### src/rtl/soc_mbox_target.sv
// CPU mailbox into the camera/ISP datapath: 4-word SOC bus window over a TX and an RX FIFO.
// Optional SOC_MBOX_IRQ_EN adds the irq output and the CTRL[5:4] interrupt enables.

package soc_pkg;
  typedef logic [31:2] soc_addr_t;
  typedef logic [3:0]  soc_we_t;
  typedef logic [31:0] soc_data_t;
endpackage

// state   | meaning
// ST_IDLE | ready to accept a bus request; side effects commit at this edge
// ST_RESP | completion (bus_rdy/bus_rdata) on the bus; request inputs ignored
module soc_mbox_target
  import soc_pkg::*;
#(
  parameter logic [31:0] BASE_ADDR = 32'h0000_1000,
  parameter int unsigned DEPTH     = 8
) (
  input  logic        clk,
  input  logic        arst_n,
  input  soc_addr_t   bus_addr,
  input  logic        bus_re,
  input  soc_we_t     bus_we,
  input  soc_data_t   bus_wdata,
  output soc_data_t   bus_rdata,
  output logic        bus_rdy,
  output logic [31:0] tx_data,
  output logic        tx_valid,
  input  logic        tx_ready,
  input  logic [31:0] rx_data,
  input  logic        rx_valid,
  output logic        rx_ready
`ifdef SOC_MBOX_IRQ_EN
  ,
  output logic        irq
`endif
);

  localparam int unsigned AW = $clog2(DEPTH);
  localparam int unsigned LW = $clog2(DEPTH) + 1;
  localparam logic [LW-1:0] FULL_LV = LW'(DEPTH);

  typedef enum logic {ST_IDLE, ST_RESP} state_e;

  state_e state_q, state_d;

  logic        sel, is_wr, is_rd, req, accept;
  logic [1:0]  idx;
  logic [31:0] be_mask, wdata_m;
  logic        wr_data, rd_data, wr_stat, wr_ctrl;
  logic        tx_flush, rx_flush;

  logic [31:0]   tx_mem_q [DEPTH];
  logic [AW-1:0] tx_wptr_q, tx_wptr_d, tx_rptr_q, tx_rptr_d;
  logic [LW-1:0] tx_level_q, tx_level_d;
  logic          tx_full, tx_empty, tx_push, tx_pop;

  logic [31:0]   rx_mem_q [DEPTH];
  logic [AW-1:0] rx_wptr_q, rx_wptr_d, rx_rptr_q, rx_rptr_d;
  logic [LW-1:0] rx_level_q, rx_level_d;
  logic          rx_full, rx_empty, rx_push, rx_pop;

  logic        tx_ovf_q, tx_ovf_d, rx_udf_q, rx_udf_d;
  logic        bus_rdy_q, bus_rdy_d;
  logic [31:0] bus_rdata_q, bus_rdata_d;
  logic [31:0] status_rd, ctrl_rd, rd_val;

  // ---------------- request decode ----------------
  assign sel     = (bus_addr[31:4] == BASE_ADDR[31:4]);
  assign idx     = bus_addr[3:2];
  assign is_wr   = |bus_we;
  assign is_rd   = bus_re & ~is_wr;
  assign req     = sel & (bus_re | is_wr);
  assign be_mask = {{8{bus_we[3]}}, {8{bus_we[2]}}, {8{bus_we[1]}}, {8{bus_we[0]}}};
  assign wdata_m = bus_wdata & be_mask;

  // ---------------- FSM ----------------
  always_ff @(posedge clk or negedge arst_n) begin
    if (!arst_n) state_q <= ST_IDLE;
    else         state_q <= state_d;
  end

  always_comb begin
    state_d = state_q;
    case (state_q)
      ST_IDLE: if (req) state_d = ST_RESP;
      ST_RESP: state_d = ST_IDLE;
      default: state_d = ST_IDLE;
    endcase
  end

  always_comb begin
    accept = (state_q == ST_IDLE) & req;
  end

  assign wr_data  = accept & is_wr & (idx == 2'd0);
  assign rd_data  = accept & is_rd & (idx == 2'd0);
  assign wr_stat  = accept & is_wr & (idx == 2'd1);
  assign wr_ctrl  = accept & is_wr & (idx == 2'd2);
  assign tx_flush = wr_ctrl & wdata_m[0];
  assign rx_flush = wr_ctrl & wdata_m[1];

  // ---------------- TX FIFO (bus -> stream) ----------------
  assign tx_full  = (tx_level_q == FULL_LV);
  assign tx_empty = (tx_level_q == '0);
  assign tx_pop   = ~tx_empty & tx_ready;
  assign tx_push  = wr_data & ~tx_full & ~tx_flush;
  assign tx_valid = ~tx_empty;
  assign tx_data  = tx_mem_q[tx_rptr_q];

  always_comb begin
    tx_wptr_d  = tx_wptr_q;
    tx_rptr_d  = tx_rptr_q;
    tx_level_d = tx_level_q;
    if (tx_flush) begin
      tx_wptr_d  = '0;
      tx_rptr_d  = '0;
      tx_level_d = '0;
    end else begin
      if (tx_push) tx_wptr_d = tx_wptr_q + 1'b1;
      if (tx_pop)  tx_rptr_d = tx_rptr_q + 1'b1;
      tx_level_d = tx_level_q + LW'(tx_push) - LW'(tx_pop);
    end
  end

  always_ff @(posedge clk) begin
    if (tx_push) tx_mem_q[tx_wptr_q] <= wdata_m;
  end

  // ---------------- RX FIFO (stream -> bus) ----------------
  assign rx_full  = (rx_level_q == FULL_LV);
  assign rx_empty = (rx_level_q == '0);
  assign rx_ready = ~rx_full;
  assign rx_push  = rx_valid & ~rx_full & ~rx_flush;
  assign rx_pop   = rd_data & ~rx_empty;

  always_comb begin
    rx_wptr_d  = rx_wptr_q;
    rx_rptr_d  = rx_rptr_q;
    rx_level_d = rx_level_q;
    if (rx_flush) begin
      rx_wptr_d  = '0;
      rx_rptr_d  = '0;
      rx_level_d = '0;
    end else begin
      if (rx_push) rx_wptr_d = rx_wptr_q + 1'b1;
      if (rx_pop)  rx_rptr_d = rx_rptr_q + 1'b1;
      rx_level_d = rx_level_q + LW'(rx_push) - LW'(rx_pop);
    end
  end

  always_ff @(posedge clk) begin
    if (rx_push) rx_mem_q[rx_wptr_q] <= rx_data;
  end

  // ---------------- sticky error bits ----------------
  always_comb begin
    tx_ovf_d = tx_ovf_q;
    rx_udf_d = rx_udf_q;
    if (wr_stat & wdata_m[4]) tx_ovf_d = 1'b0;
    if (wr_stat & wdata_m[5]) rx_udf_d = 1'b0;
    // a flush in the same cycle swallows the push without flagging overflow
    if (wr_data & tx_full & ~tx_flush) tx_ovf_d = 1'b1;
    if (rd_data & rx_empty) rx_udf_d = 1'b1;
  end

  // ---------------- optional interrupt ----------------
`ifdef SOC_MBOX_IRQ_EN
  logic rx_ie_q, rx_ie_d, tx_ie_q, tx_ie_d, irq_q, irq_d;

  always_comb begin
    rx_ie_d = rx_ie_q;
    tx_ie_d = tx_ie_q;
    if (wr_ctrl) begin
      rx_ie_d = wdata_m[4];
      tx_ie_d = wdata_m[5];
    end
    irq_d = (rx_ie_q & ~rx_empty) | (tx_ie_q & tx_empty) | tx_ovf_q | rx_udf_q;
  end

  always_ff @(posedge clk or negedge arst_n) begin
    if (!arst_n) begin
      rx_ie_q <= 1'b0;
      tx_ie_q <= 1'b0;
      irq_q   <= 1'b0;
    end else begin
      rx_ie_q <= rx_ie_d;
      tx_ie_q <= tx_ie_d;
      irq_q   <= irq_d;
    end
  end

  assign irq     = irq_q;
  assign ctrl_rd = {26'd0, tx_ie_q, rx_ie_q, 4'd0};
`else
  assign ctrl_rd = '0;
`endif

  // ---------------- read mux and completion ----------------
  assign status_rd = {8'd0, 8'(rx_level_q), 8'(tx_level_q), 2'd0,
                      rx_udf_q, tx_ovf_q, rx_empty, rx_full, tx_empty, tx_full};

  always_comb begin
    rd_val = '0;
    case (idx)
      2'd0:    rd_val = rx_empty ? '0 : rx_mem_q[rx_rptr_q];
      2'd1:    rd_val = status_rd;
      2'd2:    rd_val = ctrl_rd;
      default: rd_val = '0;
    endcase
  end

  always_comb begin
    bus_rdy_d   = accept;
    bus_rdata_d = (accept & is_rd) ? rd_val : '0;
  end

  assign bus_rdy   = bus_rdy_q;
  assign bus_rdata = bus_rdata_q;

  always_ff @(posedge clk or negedge arst_n) begin
    if (!arst_n) begin
      tx_wptr_q   <= '0;
      tx_rptr_q   <= '0;
      tx_level_q  <= '0;
      rx_wptr_q   <= '0;
      rx_rptr_q   <= '0;
      rx_level_q  <= '0;
      tx_ovf_q    <= 1'b0;
      rx_udf_q    <= 1'b0;
      bus_rdy_q   <= 1'b0;
      bus_rdata_q <= '0;
    end else begin
      tx_wptr_q   <= tx_wptr_d;
      tx_rptr_q   <= tx_rptr_d;
      tx_level_q  <= tx_level_d;
      rx_wptr_q   <= rx_wptr_d;
      rx_rptr_q   <= rx_rptr_d;
      rx_level_q  <= rx_level_d;
      tx_ovf_q    <= tx_ovf_d;
      rx_udf_q    <= rx_udf_d;
      bus_rdy_q   <= bus_rdy_d;
      bus_rdata_q <= bus_rdata_d;
    end
  end

endmodule

### config.mk
export PLATFORM = sky130hd
export DESIGN_NAME = soc_mbox_target
export DESIGN_NICKNAME = d
export VERILOG_FILES = /design/src/rtl/soc_mbox_target.sv
export SDC_FILE = /design/constraint.sdc
export NUM_CORES = 1
export LEC_CHECK = 0
export ABC_CLOCK_PERIOD_IN_PS = 5800
export BUFFER_PORTS_ARGS = -buffer_cell sky130_fd_sc_hd__buf_2
export CORE_ASPECT_RATIO = 1.1
export CORE_UTILIZATION = 55
export DETAILED_ROUTE_END_ITERATION = 8
export GPL_ROUTABILITY_DRIVEN = 0
export PLACE_DENSITY = 0.85
export SYNTH_ARGS = -nofsm -noshare
export SYNTH_HDL_FRONTEND = slang
export SYNTH_SLANG_ARGS = --single-unit
### constraint.sdc
create_clock -name clk -period 5.8 [get_ports clk]
set_input_delay 0.58 -clock clk [delete_from_list [all_inputs] [get_ports clk]]
set_output_delay 0.58 -clock clk [all_outputs]
set_load 0.005 [all_outputs]
# --- Word level (Yosys, flattened, before mapping) ---
# Memories as Yosys holds them, arrays and structs flattened.
# Index checks and enable logic that the tools add are counted.
word_totals:
  wordCells: 91
  output_inout_bits: 67
  regBits: 56
  ramBits: 512
  n_memories: 2
memory_table:
  columns: ["name", "depth", "width", "rd", "rd_ports_with_merged_regs", "write_ports", "line_no", "rtl"]
  rows:
  - ["rx_mem_q", 8, 32, 1, 0, 1, "58", "logic [31:0] rx_mem_q [DEPTH];"]
  - ["tx_mem_q", 8, 32, 1, 0, 1, "53", "logic [31:0] tx_mem_q [DEPTH];"]
op_classes:
  n_eq_ne: 5
  n_reduce_logical: 10
  mux: 23
  bitwise_logic: 32
  addsub: 8
op_table:
  columns: ["operator", "count"]
  rows:
  - ["$mux 32", 2]
  - ["$pmux 32 s2", 1]
  - ["$and 32x32->32", 1]
  - ["$eq 28x9->1 const B", 1]
  - ["$mux 3", 8]
  - ["$and 1x1->1", 22]
  - ["$add 3x1->3 const B", 4]
  - ["$reduce_bool 2->1", 6]
  - ["$mux 1", 9]
  - ["$add 4x1->4", 2]
  - ["$eq 4x4->1 const B", 2]
  - ["$logic_not 4->1", 2]
  - ["$mux 4", 2]
  - ["$not 1->1", 8]
  - ["$sub 4x1->4", 2]
  - ["$reduce_or 4->1", 1]
  - ["$eq 2x1->1 const B", 1]
  - ["$eq 2x2->1 const B", 1]
  - ["$logic_not 2->1", 1]
  - ["$pmux 1 s2", 1]
  - ["$or 1x1->1", 1]

# --- Longest topological paths before layout ---
# Gate-level depths: netlist of run 1.
depth:
  depth_word: 12
  depth_mapped: 13
  ltp_nobuf: 13

# --- Worst setup path after synthesis of run 1 ---
# Ideal clock, no wire load.
synth_path:
  path_kind: "in2reg"
  startpoint: "in bus_wdata[1]"
  endpoint: "mem rx_mem_q[0][0] (enable)"
  setup_time_ns: 0.501
  stages: 6
  path_buffers: 2
  path_slack_ns: 0.736
  t_required_ns: 5.299
  t_arrival_ns: 4.563
  path_cell_list: "and2_1 -> and3_1 -> buf_2 -> a31o_1 -> buf_2 -> nor4_1"
synth_via:
  elab_chain_len: 6
synth_rtl:
  columns: ["element", "line_no", "rtl"]
  rows:
  - ["start, declared", "24", "input soc_data_t bus_wdata,"]
  - ["$and 32x32->32", "75", "assign wdata_m = bus_wdata & be_mask;"]
  - ["$and 1x1->1", "101", "assign rx_flush = wr_ctrl & wdata_m[1];"]
  - ["$not 1->1", "134", "assign rx_push = rx_valid & ~rx_full & ~rx_flush;"]
  - ["$and 1x1->1", "134", null]
  - ["$mux 1", "153", "if (rx_push) rx_mem_q[rx_wptr_q] <= rx_data;"]
  - ["$mux 1 (not written as such)", "153", null]
  - ["end, declared", "58", null]
# No other way between the ends.

# --- Final worst setup path of run 1 ---
layout_path:
  startpoint: "reg tx_rptr_q[0]"
  endpoint: "out tx_data[21]"
layout_via:
  elab_chain_len: 1
layout_rtl:
  columns: ["element", "line_no", "rtl"]
  rows:
  - ["start, declared", "54", "logic [AW-1:0] tx_wptr_q, tx_wptr_d, tx_rptr_q, tx_rptr_d;"]
  - ["start signal, assigned", "235", "tx_rptr_q <= tx_rptr_d;"]
  - ["$mem_v2 8x32", null, null]
  - ["end, declared", "27", "output logic [31:0] tx_data,"]
# No other way between the ends.

==> results of run 1 <==
-- report_power, final --
group	leakage [nW]	total (mW)	internal [mW]	switching, mW
Sequential	5.09	5.08	4.79	0.284
Combinational	2.36	1.68	0.853	0.822
Clock	0.950	3.83	2.33	1.50
-- per-stage QoR --
stage	hold slack [ns]	setup slack [ns]	utilization, %	std cells
after floorplan	0.284	0.736	-	1084
after global placement	0.487	2.31	59.9	1727
after detailed placement	0.518	2.20	59.9	1727
after CTS	0.204	1.91	64.9	1828
after global routing	0.202	1.79	64.9	1828
final	0.133	2.04	64.9	1831
-- flip-flops by register name, summed over array words and instances, names as in the netlist --
name,cells
tx_ovf_q,1
rx_udf_q,1
bus_rdy,1
tx_rptr_q,3
tx_level_q,4
tx_mem_q,256
tx_wptr_q,3
rx_level_q,4
rx_rptr_q,3
rx_wptr_q,3
rx_mem_q,256
bus_rdata,32
-- worst max-delay path, cell delays in order, from the launching register on --
cell and delay [ns]:
dfrtp_4 0.94, buf_4 0.60, mux4_2 0.60, mux2_2 0.29
buf_2 0.13
-- cell type report --
type                    instances  area, sq um  share of cell area (%)
diodes                          3         7.51                  0.0292
clock buffers                  70         1460                    5.70
clock inverters                31          493                    1.92
inverters                      15         56.3                   0.219
multi-input cells             445         5230                    20.4
flip-flops and latches        567        16800                    65.3
well taps                     507          634                    2.47
repair buffers                193         1030                    4.00
-- routing by layer --
| layer | vias up | global-route usage (%) | wire length, um |
|---|---|---|---|
| li1 | 4798 | - | - |
| met1 | 5834 | 28.7 | 18100 |
| met2 | 518 | 43.9 | 26000 |
| met3 | 95 | 5.45 | 3830 |
| met4 | 10 | 7.99 | 1100 |
| met5 | - | 0 | 67 |
-- logic make-up after synthesis --
| family | Yosys count | share of synthesized area (%) |
|---|---|---|
| multiplexers | 177 | 14.7 |
| AO/OA/AOI/OAI | 85 | 2.76 |
| adder cells (fa/ha/maj) | 18 | 1.08 |
| flip-flops | 567 | 75.2 |
| buffers and inverters | 72 | 1.60 |
| XOR/XNOR | 8 | 0.314 |
| AND/OR/NAND/NOR | 157 | 4.34 |
-- final timing paths --
path	startpoint	endpoint	slack, ns	cells past startpoint
setup / recovery	tx_rptr_q[0]$_DFFE_PN0P_	tx_data[21]	2.04	4
hold / removal	arst_n	bus_rdata[25]$_DFF_PN0_	0.13	2
setup reg to reg	rx_level_q[2]$_DFF_PN0_	rx_level_q[1]$_DFF_PN0_	2.55	10
hold reg to reg	rx_udf_q$_DFFE_PN0P_	rx_udf_q$_DFFE_PN0P_	0.54	1
max in group asynchronous	arst_n	tx_rptr_q[0]$_DFFE_PN0P_	4.97	2
min in group clk	rx_data[18]	rx_mem_q[7][18]$_DFFE_PP_	0.24	1
-- cells in the mapped netlist (9+ instances only) --
cell and instances:
a22oi_1 11, inv_1 14, mux4_2 117, and2_1 34, a21oi_2 19, nor2_1 10
ha_1 16, buf_2 24, dfrtp_1 55, mux2i_1 24, nand2_1 52, buf_4 9
clkbuf_1 13, o211ai_1 11, a21oi_1 24, mux2_2 36, edfxtp_1 512
==> reports/results.ini, run 1 <==
[run_status]
status=finished, final reports clean

[cts]
hold_buffers=0
clk_latency_ns=0.60
cts_buffer_depth=3
post_cts_buffers=0
htreeDepth=2
cts.sinks=567
clk_pin_slew_ns=0.06
numCtsBuffers=54
tritoncts=done
root_buffer=clkbuf_16
cts_resized=0

[yosys]
ys_seq_elements=567
postSynthAreaPerCell_sq_um=20.6
synth.top_cell.area_share_pct=69.0
ys_top_cells_by_area=edfxtp_1 (69%), mux4_2 (12%), dfrtp_1 (6.2%), mux2_2 (1.8%), mux2i_1 (1.1%)
ys_seq_area_share_pct=75.2
ys_types=63
synth_top_area_cell=edfxtp_1
synthCells=1084
synth_area_sq_um=22300
yosysWarnings=0
synth_flop_cell=edfxtp_1
syn_nets=1205
synth_edf_count=512
synth-async-reset-ratio_pct=9.70

[timing]
fin_crit_sh_pct=64.8
timing.final.hold_violations=0
fmax_mhz=266
final.setup_skew_ns=0.0186
tns_ns=0
setup_viol=0
period_needed_ns=3.76
rsz0062_at_grt=no
worst_pin_slew_ns=1.03
slew-limit-headroom_pct=31.1
slew_violations=0

[route]
drc=0
wl_per_cell_um=26.8
drt_iter0_markers=974
drtPass1Iterations=5
vias=11300
vias_per_cell=6.15
ant_nets=0
wl_um=49100

[placed_design]
place_area_sq_um=23700
io_buffer_count=169
hpwl_um=26600

[finish]
layout-drive-gt1-share_pct=36.3
final_common_cell=edfxtp_1
n_fill_cell=2508
design_area_sq_um=25700
layout_common_cells=edfxtp_1 (512), buf_2 (169), mux4_2 (117), clkbuf_16 (55), nand2_1 (52)
nets=1397
syn2layout_area_growth_pct=15.2

[floorplan]
die_area_sq_um=41300
fp.dieW_um=194
start_util_pct=56.3
num_rows=76
fp.dieH_um=213
core_sq_um=39600
ios=170

[worst_setup_path]
start_kind=flip-flop
path_max_fanout=39
arrival_ns=3.18
crit_type=reg2out
critPathCaptureType=primary output
critical_path_required_ns=5.22

[pwr]
ir_drop_mv=0.292
power.leakage_nw=8.41
power_mw=10.6
p_per_area_nw_per_um2=412

[global_route]
overflow=0
grt_max_degree=56
grt_pass1_wl_um=72300
grt.total_usage_pct=24.2
antenna_found_initial=7
grt_pass1_vias=11900

[min_path]
min_path_type=in2async

[job]
cap_violations=0

(Power assumes the default switching activity.)
==> inputs of run 2 (changes only) <==
ABC_CLOCK_PERIOD_IN_PS = 3200   (was 5800)
CORE_UTILIZATION = 54   (was 55)
PLACE_DENSITY = 0.87   (was 0.85)
clock period = 3.2 ns   (was 5.8 ns; I/O delays follow)
==> run 2 against run 1 <==
Compared with the run above:
- critical path depth did not move
- setup slack got worse by 1.8 ns
- register-to-register slack got worse by 2.0 ns
- global-route usage grew 0.13 points
- die area rose by 1.8%
- largest cell class unchanged
==> reports/results.ini, run 2 (synthesized netlist as in run 1, its figures left out) <==
[job]
cap_violations=0  ; unchanged

[worst_setup_path]
critPathCaptureType=primary output
ff2ff_path_depth=12  ; +2
start_kind=flip-flop
worstPathCellList=buf_12 > mux4_2 > mux2_2 > buf_2
crit_type=reg2out
critPathLaunch=tx_rptr_q[0]$_DFFE_PN0P_
path_max_fanout=23  ; -41%
reg2reg_from=rx_level_q[2]$_DFF_PN0_
critical_path_required_ns=2.88  ; -2.34 ns
slowest_delay_ns=0.76  ; -0.18 ns
crit_path_top_delay_cell=dfrtp_4
arrival_ns=2.64  ; -0.54 ns

[pwr]
switching_power_mw=4.79  ; +84%
combPwrFrac_pct=17.6  ; +1.8 points
swShare_pct=25.3  ; +0.70 points
p_clk_share_pct=34.2  ; -2.0 points
power_mw=18.9  ; +79%
p_per_area_nw_per_um2=720  ; +75%
p_seq_share_pct=48.2  ; +0.2 points
ir_drop_mv=0.534  ; +82%
internal-power_mw=14.1  ; +77%
power.leakage_nw=8.63  ; +2.7%

[min_path]
min_path_type=in2reg
hold_path_depth=2
min_from=bus_addr[1]

[cts]
tritoncts=done
htreeDepth=2  ; unchanged
numCtsBuffers=54  ; unchanged
clk_latency_ns=0.62  ; +0.02 ns
cts_resized=0  ; unchanged
cts.sinks=567  ; unchanged
cts_buffer_depth=3  ; unchanged
clk_pin_slew_ns=0.06  ; about the same
root_buffer=clkbuf_16

[global_route]
antenna_found_initial=4  ; -3
grt_max_degree=45  ; -20%
grt_pass1_wl_um=74800  ; +3.5%
grt_pass1_vias=12300  ; +3.2%
grt.total_usage_pct=24.3  ; +0.13 points
overflow=0  ; unchanged

[timing]
slew_violations=0  ; unchanged
fmax_mhz=338
timing.final.hold_violations=0  ; unchanged
period_needed_ns=2.96
fin_crit_sh_pct=92.6
setup_viol=0  ; unchanged
rsz0062_at_grt=no
slew-limit-headroom_pct=26.3  ; -4.8 points
worst_pin_slew_ns=1.11  ; +0.0727 ns
setup_ws_ns=0.238  ; -1.80 ns
final.setup_skew_ns=0.0341  ; +0.0155 ns

[placed_design]
io_buffer_count=169  ; unchanged
pre_cts_slack_ns=0.313  ; -1.89 ns
hpwl_um=28700  ; +7.9%

[route]
drc=0  ; unchanged
vias_per_cell=6.08  ; -1.1%
route.met2.wl_um=27100  ; +4.2%
wl_met1_um=18100  ; +0.20%
wl_met3_um=3400  ; -11%
ant_nets=0  ; unchanged
wl_um=50100  ; +2.0%
top_layer=met5
drtPass1Iterations=5  ; unchanged
wl_per_cell_um=26.5  ; -1.2%
vias=11500  ; +2.1%
drt_iter0_markers=937  ; -3.8%

[finish]
layout_common_cells=edfxtp_1 (512), buf_2 (169), mux4_2 (117), clkbuf_16 (54), nand2_1 (52)
layout-drive-gt1-share_pct=36.1  ; -0.19 points
syn2layout_area_growth_pct=17.7
nets=1453  ; +4.0%
final_common_cell=edfxtp_1

[floorplan]
start_util_pct=55.1  ; -1.3 points
core_sq_um=40500  ; +2.3%
ios=170  ; unchanged
die_area_sq_um=42100  ; +1.8%
num_rows=77  ; +1.3%
fp.dieW_um=196  ; +0.91%
fp.dieH_um=215  ; +0.92%

[run_status]
status=finished, final reports clean

==> run 2: power groups by stage <==
stage / Combinational, mW / Sequential (mW) / Clock [mW]
CTS: 3.36 / 9.11 / 6.55
global route: 3.57 / 9.16 / 6.84
floorplan: 2.31 / 8.97 / 0
global placement: 3.18 / 9.18 / 0
finish: 3.32 / 9.11 / 6.47
detailed placement: 3.28 / 9.25 / 0
==> run 2: critical path: cells and delay by family, from the launching register on <==
family / cells / cell delay (ns)
multiplexers: 2 / 0.84
flip-flops: 1 / 0.76
buffers and inverters: 2 / 0.42
==> run 2: through the flow <==
stage | hold slack [ns] | utilization, % | setup TNS, ns | area [sq um] | std cells
after global routing | 0.0804 | 64.8 | 0 | 26200 | 1890
after CTS | 0.0306 | 64.8 | 0 | 26200 | 1888
after floorplan | 0.0244 | - | -104.25 | 22300 | 1084
after detailed placement | 0.499 | 59.5 | 0 | 24100 | 1756
final | 0.0669 | 64.8 | 0 | 26200 | 1891
after global placement | 0.486 | 59.5 | 0 | 24100 | 1756
==> run 2: layer usage <==
| metal | up-vias | track usage (%) |
|---|---|---|
| met3 | 106 | 4.76 |
| met1 | 5976 | 28.9 |
| met5 | - | 0 |
| li1 | 4909 | - |
| met4 | 4 | 8.80 |
| met2 | 497 | 43.9 |
==> run 2: worst paths after layout <==
check	slack, ns	endpoint
worst max-delay path	0.24	tx_data[24]
worst min-delay path	0.07	bus_rdata[3]$_DFF_PN0_
worst max register to register	0.51	rx_level_q[2]$_DFF_PN0_
worst min register to register	0.52	tx_ovf_q$_DFFE_PN0P_
max in group asynchronous	1.84	bus_rdata[20]$_DFF_PN0_
min in group asynchronous	0.43	bus_rdata[27]$_DFF_PN0_
==> run 2: repair_timing <==
action	in CTS	in global routing
buffers inserted	0	0
hold endpoints to repair	296	0
hold buffers	33	0
==> run 2: area by class of cell <==
class,count,area [sq um]
clock buffer,65,1410
antenna,3,7.51
fill,2545,14200
clock inverter,34,395
tap,513,642
timing repair buffer,249,1720
multi-input combinational,445,5240
sequential,567,16800
inverter,15,56.3
==> inputs of run 3 (changes only) <==
ABC_CLOCK_PERIOD_IN_PS = 3700   (was 3200)
CORE_UTILIZATION = 55   (was 54)
PLACE_DENSITY = 0.85   (was 0.87)
clock period = 3.7 ns   (was 3.2 ns; I/O delays follow)
==> run 3 against run 2 <==
Compared with the run above:
- first-iteration DRC count down 1.5%
- setup slack improved by 0.34 ns
- clock skew decreased by 0.0067 ns
- worst hold slack lost 0.019 ns
- critical endpoint is now tx_data[15]
==> reports/results.ini, run 3 (synthesized netlist as in run 1, its figures left out) <==
[global_route]
grt_pass1_wl_um=70300  ; -6.0%
grt.total_usage_pct=23.4  ; -0.92 points
antenna_found_initial=7  ; +3
grt_pass1_vias=11700  ; -4.5%
overflow=0  ; unchanged
grt_max_degree=52  ; +16%

[pwr]
p_clk_share_pct=34.1  ; about the same
swShare_pct=24.9  ; -0.40 points
power.leakage_nw=8.39  ; -2.8%
ir_drop_mv=0.777  ; +46%
internal-power_mw=12.1  ; -14%
p_per_area_nw_per_um2=629  ; -13%
switching_power_mw=4.02  ; -16%
combPwrFrac_pct=16.9  ; -0.7 points
p_seq_share_pct=49.0  ; +0.8 points
power_mw=16.1  ; -15%

[worst_setup_path]
arrival_ns=2.75  ; +0.11 ns
critPathCaptureType=primary output
crit_type=reg2out
path_max_fanout=28  ; +22%
critical_path_required_ns=3.33  ; +0.45 ns
start_kind=flip-flop

[cts]
tritoncts=done
numCtsBuffers=52  ; -3.7%
clk_pin_slew_ns=0.06  ; about the same
cts_buffer_depth=3  ; unchanged
htreeDepth=2  ; unchanged
cts_resized=0  ; unchanged
clk_latency_ns=0.60  ; -0.02 ns
cts.sinks=567  ; unchanged
root_buffer=clkbuf_16

[placed_design]
hpwl_um=27300  ; -4.9%
io_buffer_count=169  ; unchanged

[route]
vias=11100  ; -3.5%
wl_um=47200  ; -5.7%
drt_iter0_markers=923  ; -1.5%
wl_per_cell_um=25.7  ; -2.8%
ant_nets=0  ; unchanged
drtPass1Iterations=5  ; unchanged
vias_per_cell=6.04  ; -0.63%
drc=0  ; unchanged

[timing]
slew-limit-headroom_pct=31.9  ; +5.6 points
final.setup_skew_ns=0.0274  ; -0.00672 ns
tns_ns=0  ; unchanged
period_needed_ns=3.12
timing.final.hold_violations=0  ; unchanged
rsz0062_at_grt=no
worst_pin_slew_ns=1.02  ; -0.0877 ns
fin_crit_sh_pct=84.4
slew_violations=0  ; unchanged
fmax_mhz=320
setup_viol=0  ; unchanged

[min_path]
min_path_type=in2reg

[finish]
nets=1406  ; -3.2%
layout-drive-gt1-share_pct=36.9  ; +0.85 points
regArea_sq_um=16800  ; unchanged
final_common_cell=edfxtp_1
multi_input_area_sq_um=5240  ; about the same
layout_common_cells=edfxtp_1 (512), buf_2 (169), mux4_2 (117), nand2_1 (52), clkbuf_16 (52)
syn2layout_area_growth_pct=14.9
n_fill_cell=2533  ; -0.47%

[floorplan]
die_area_sq_um=41300  ; -1.8%
start_util_pct=56.3  ; +1.3 points
fp.dieH_um=213  ; -0.91%
ios=170  ; unchanged
num_rows=76  ; -1.3%
fp.dieW_um=194  ; -0.90%
core_sq_um=39600  ; -2.2%

[job]
cap_violations=0  ; unchanged

[run_status]
status=finished, final reports clean

## run 3: changes by cell type in the layout (fill, tap and decap cells not counted), moves of 2 or more
| cell | delta |
|---|---|
| buf_12 | -13 |
| clkinv_1 | -10 |
| clkbuf_16 | -2 |
| clkinv_4 | -2 |
| clkinv_2 | +5 |
| clkbuf_8 | +7 |
| dlygate4sd3_1 | -32 |
## run 3: power by group through the flow
stage	clock network, mW	logic (mW)	registers, mW
finish	5.49	2.73	7.89
global route	5.80	2.94	7.93
CTS	5.58	2.77	7.89
detailed placement	0	2.73	8.02
global placement	0	2.65	7.98
floorplan	0	2.00	7.76
## run 3: through the flow
step	utilization, %	area, sq um	instances	worst slack, ns	hold slack [ns]
2_1_floorplan	-	22300	1084	-0.301	0.0744
3_3_place_gp	60.2	23800	1737	0.711	0.493
3_5_place_dp	60.2	23800	1737	0.610	0.493
4_1_cts	64.7	25600	1834	0.492	0.0113
5_1_grt	64.7	25600	1834	0.439	0.0333
6_report	64.7	25600	1836	0.578	0.0479
## run 3: repair_timing
item / CTS / global route
buffers inserted: 0 / 0
hold buffers: 1 / 0
endpoints found under the hold margin: 31 / 0
## run 3: worst paths after layout
| kind | to | depth (start not counted) | start | slack [ns] |
|---|---|---|---|---|
| setup reg to reg | tx_level_q[2]$_DFF_PN0_ | 10 | bus_rdy$_DFF_PN0_ | 0.72 |
| hold reg to reg | rx_udf_q$_DFFE_PN0P_ | 1 | rx_udf_q$_DFFE_PN0P_ | 0.51 |
| min in group asynchronous | bus_rdy$_DFF_PN0_ | 2 | arst_n | 0.47 |
| max in group asynchronous | bus_rdata[9]$_DFF_PN0_ | 3 | arst_n | 2.47 |
| hold / removal | rx_mem_q[2][25]$_DFFE_PP_ | 1 | rx_data[25] | 0.05 |
| setup / recovery | tx_data[15] | 4 | tx_rptr_q[0]$_DFFE_PN0P_ | 0.58 |
## run 3: worst max-delay path, cell delays in order, from the launching register on
cell,delay [ns]
dfrtp_4,0.80
buf_4,0.38
mux4_2,0.56
mux2_2,0.28
buf_2,0.13
## run 3: cell type report
| cell class | count | area share, % |
|---|---|---|
| antenna | 2 | 0.0195 |
| inverter | 15 | 0.220 |
| tap | 507 | 2.48 |
| multi-input combinational | 445 | 20.5 |
| clock buffer | 70 | 5.70 |
| clock inverter | 26 | 1.21 |
| timing repair buffer | 204 | 4.44 |
| sequential | 567 | 65.5 |
## run 3: layer usage
metal / global-route usage, % / wire length, um / up-vias
met5: 0 / 78 / -
met2: 42.1 / 25200 / 460
li1: - / - / 4816
met3: 5.54 / 3390 / 92
met1: 27.9 / 17500 / 5708
met4: 7.53 / 1070 / 12
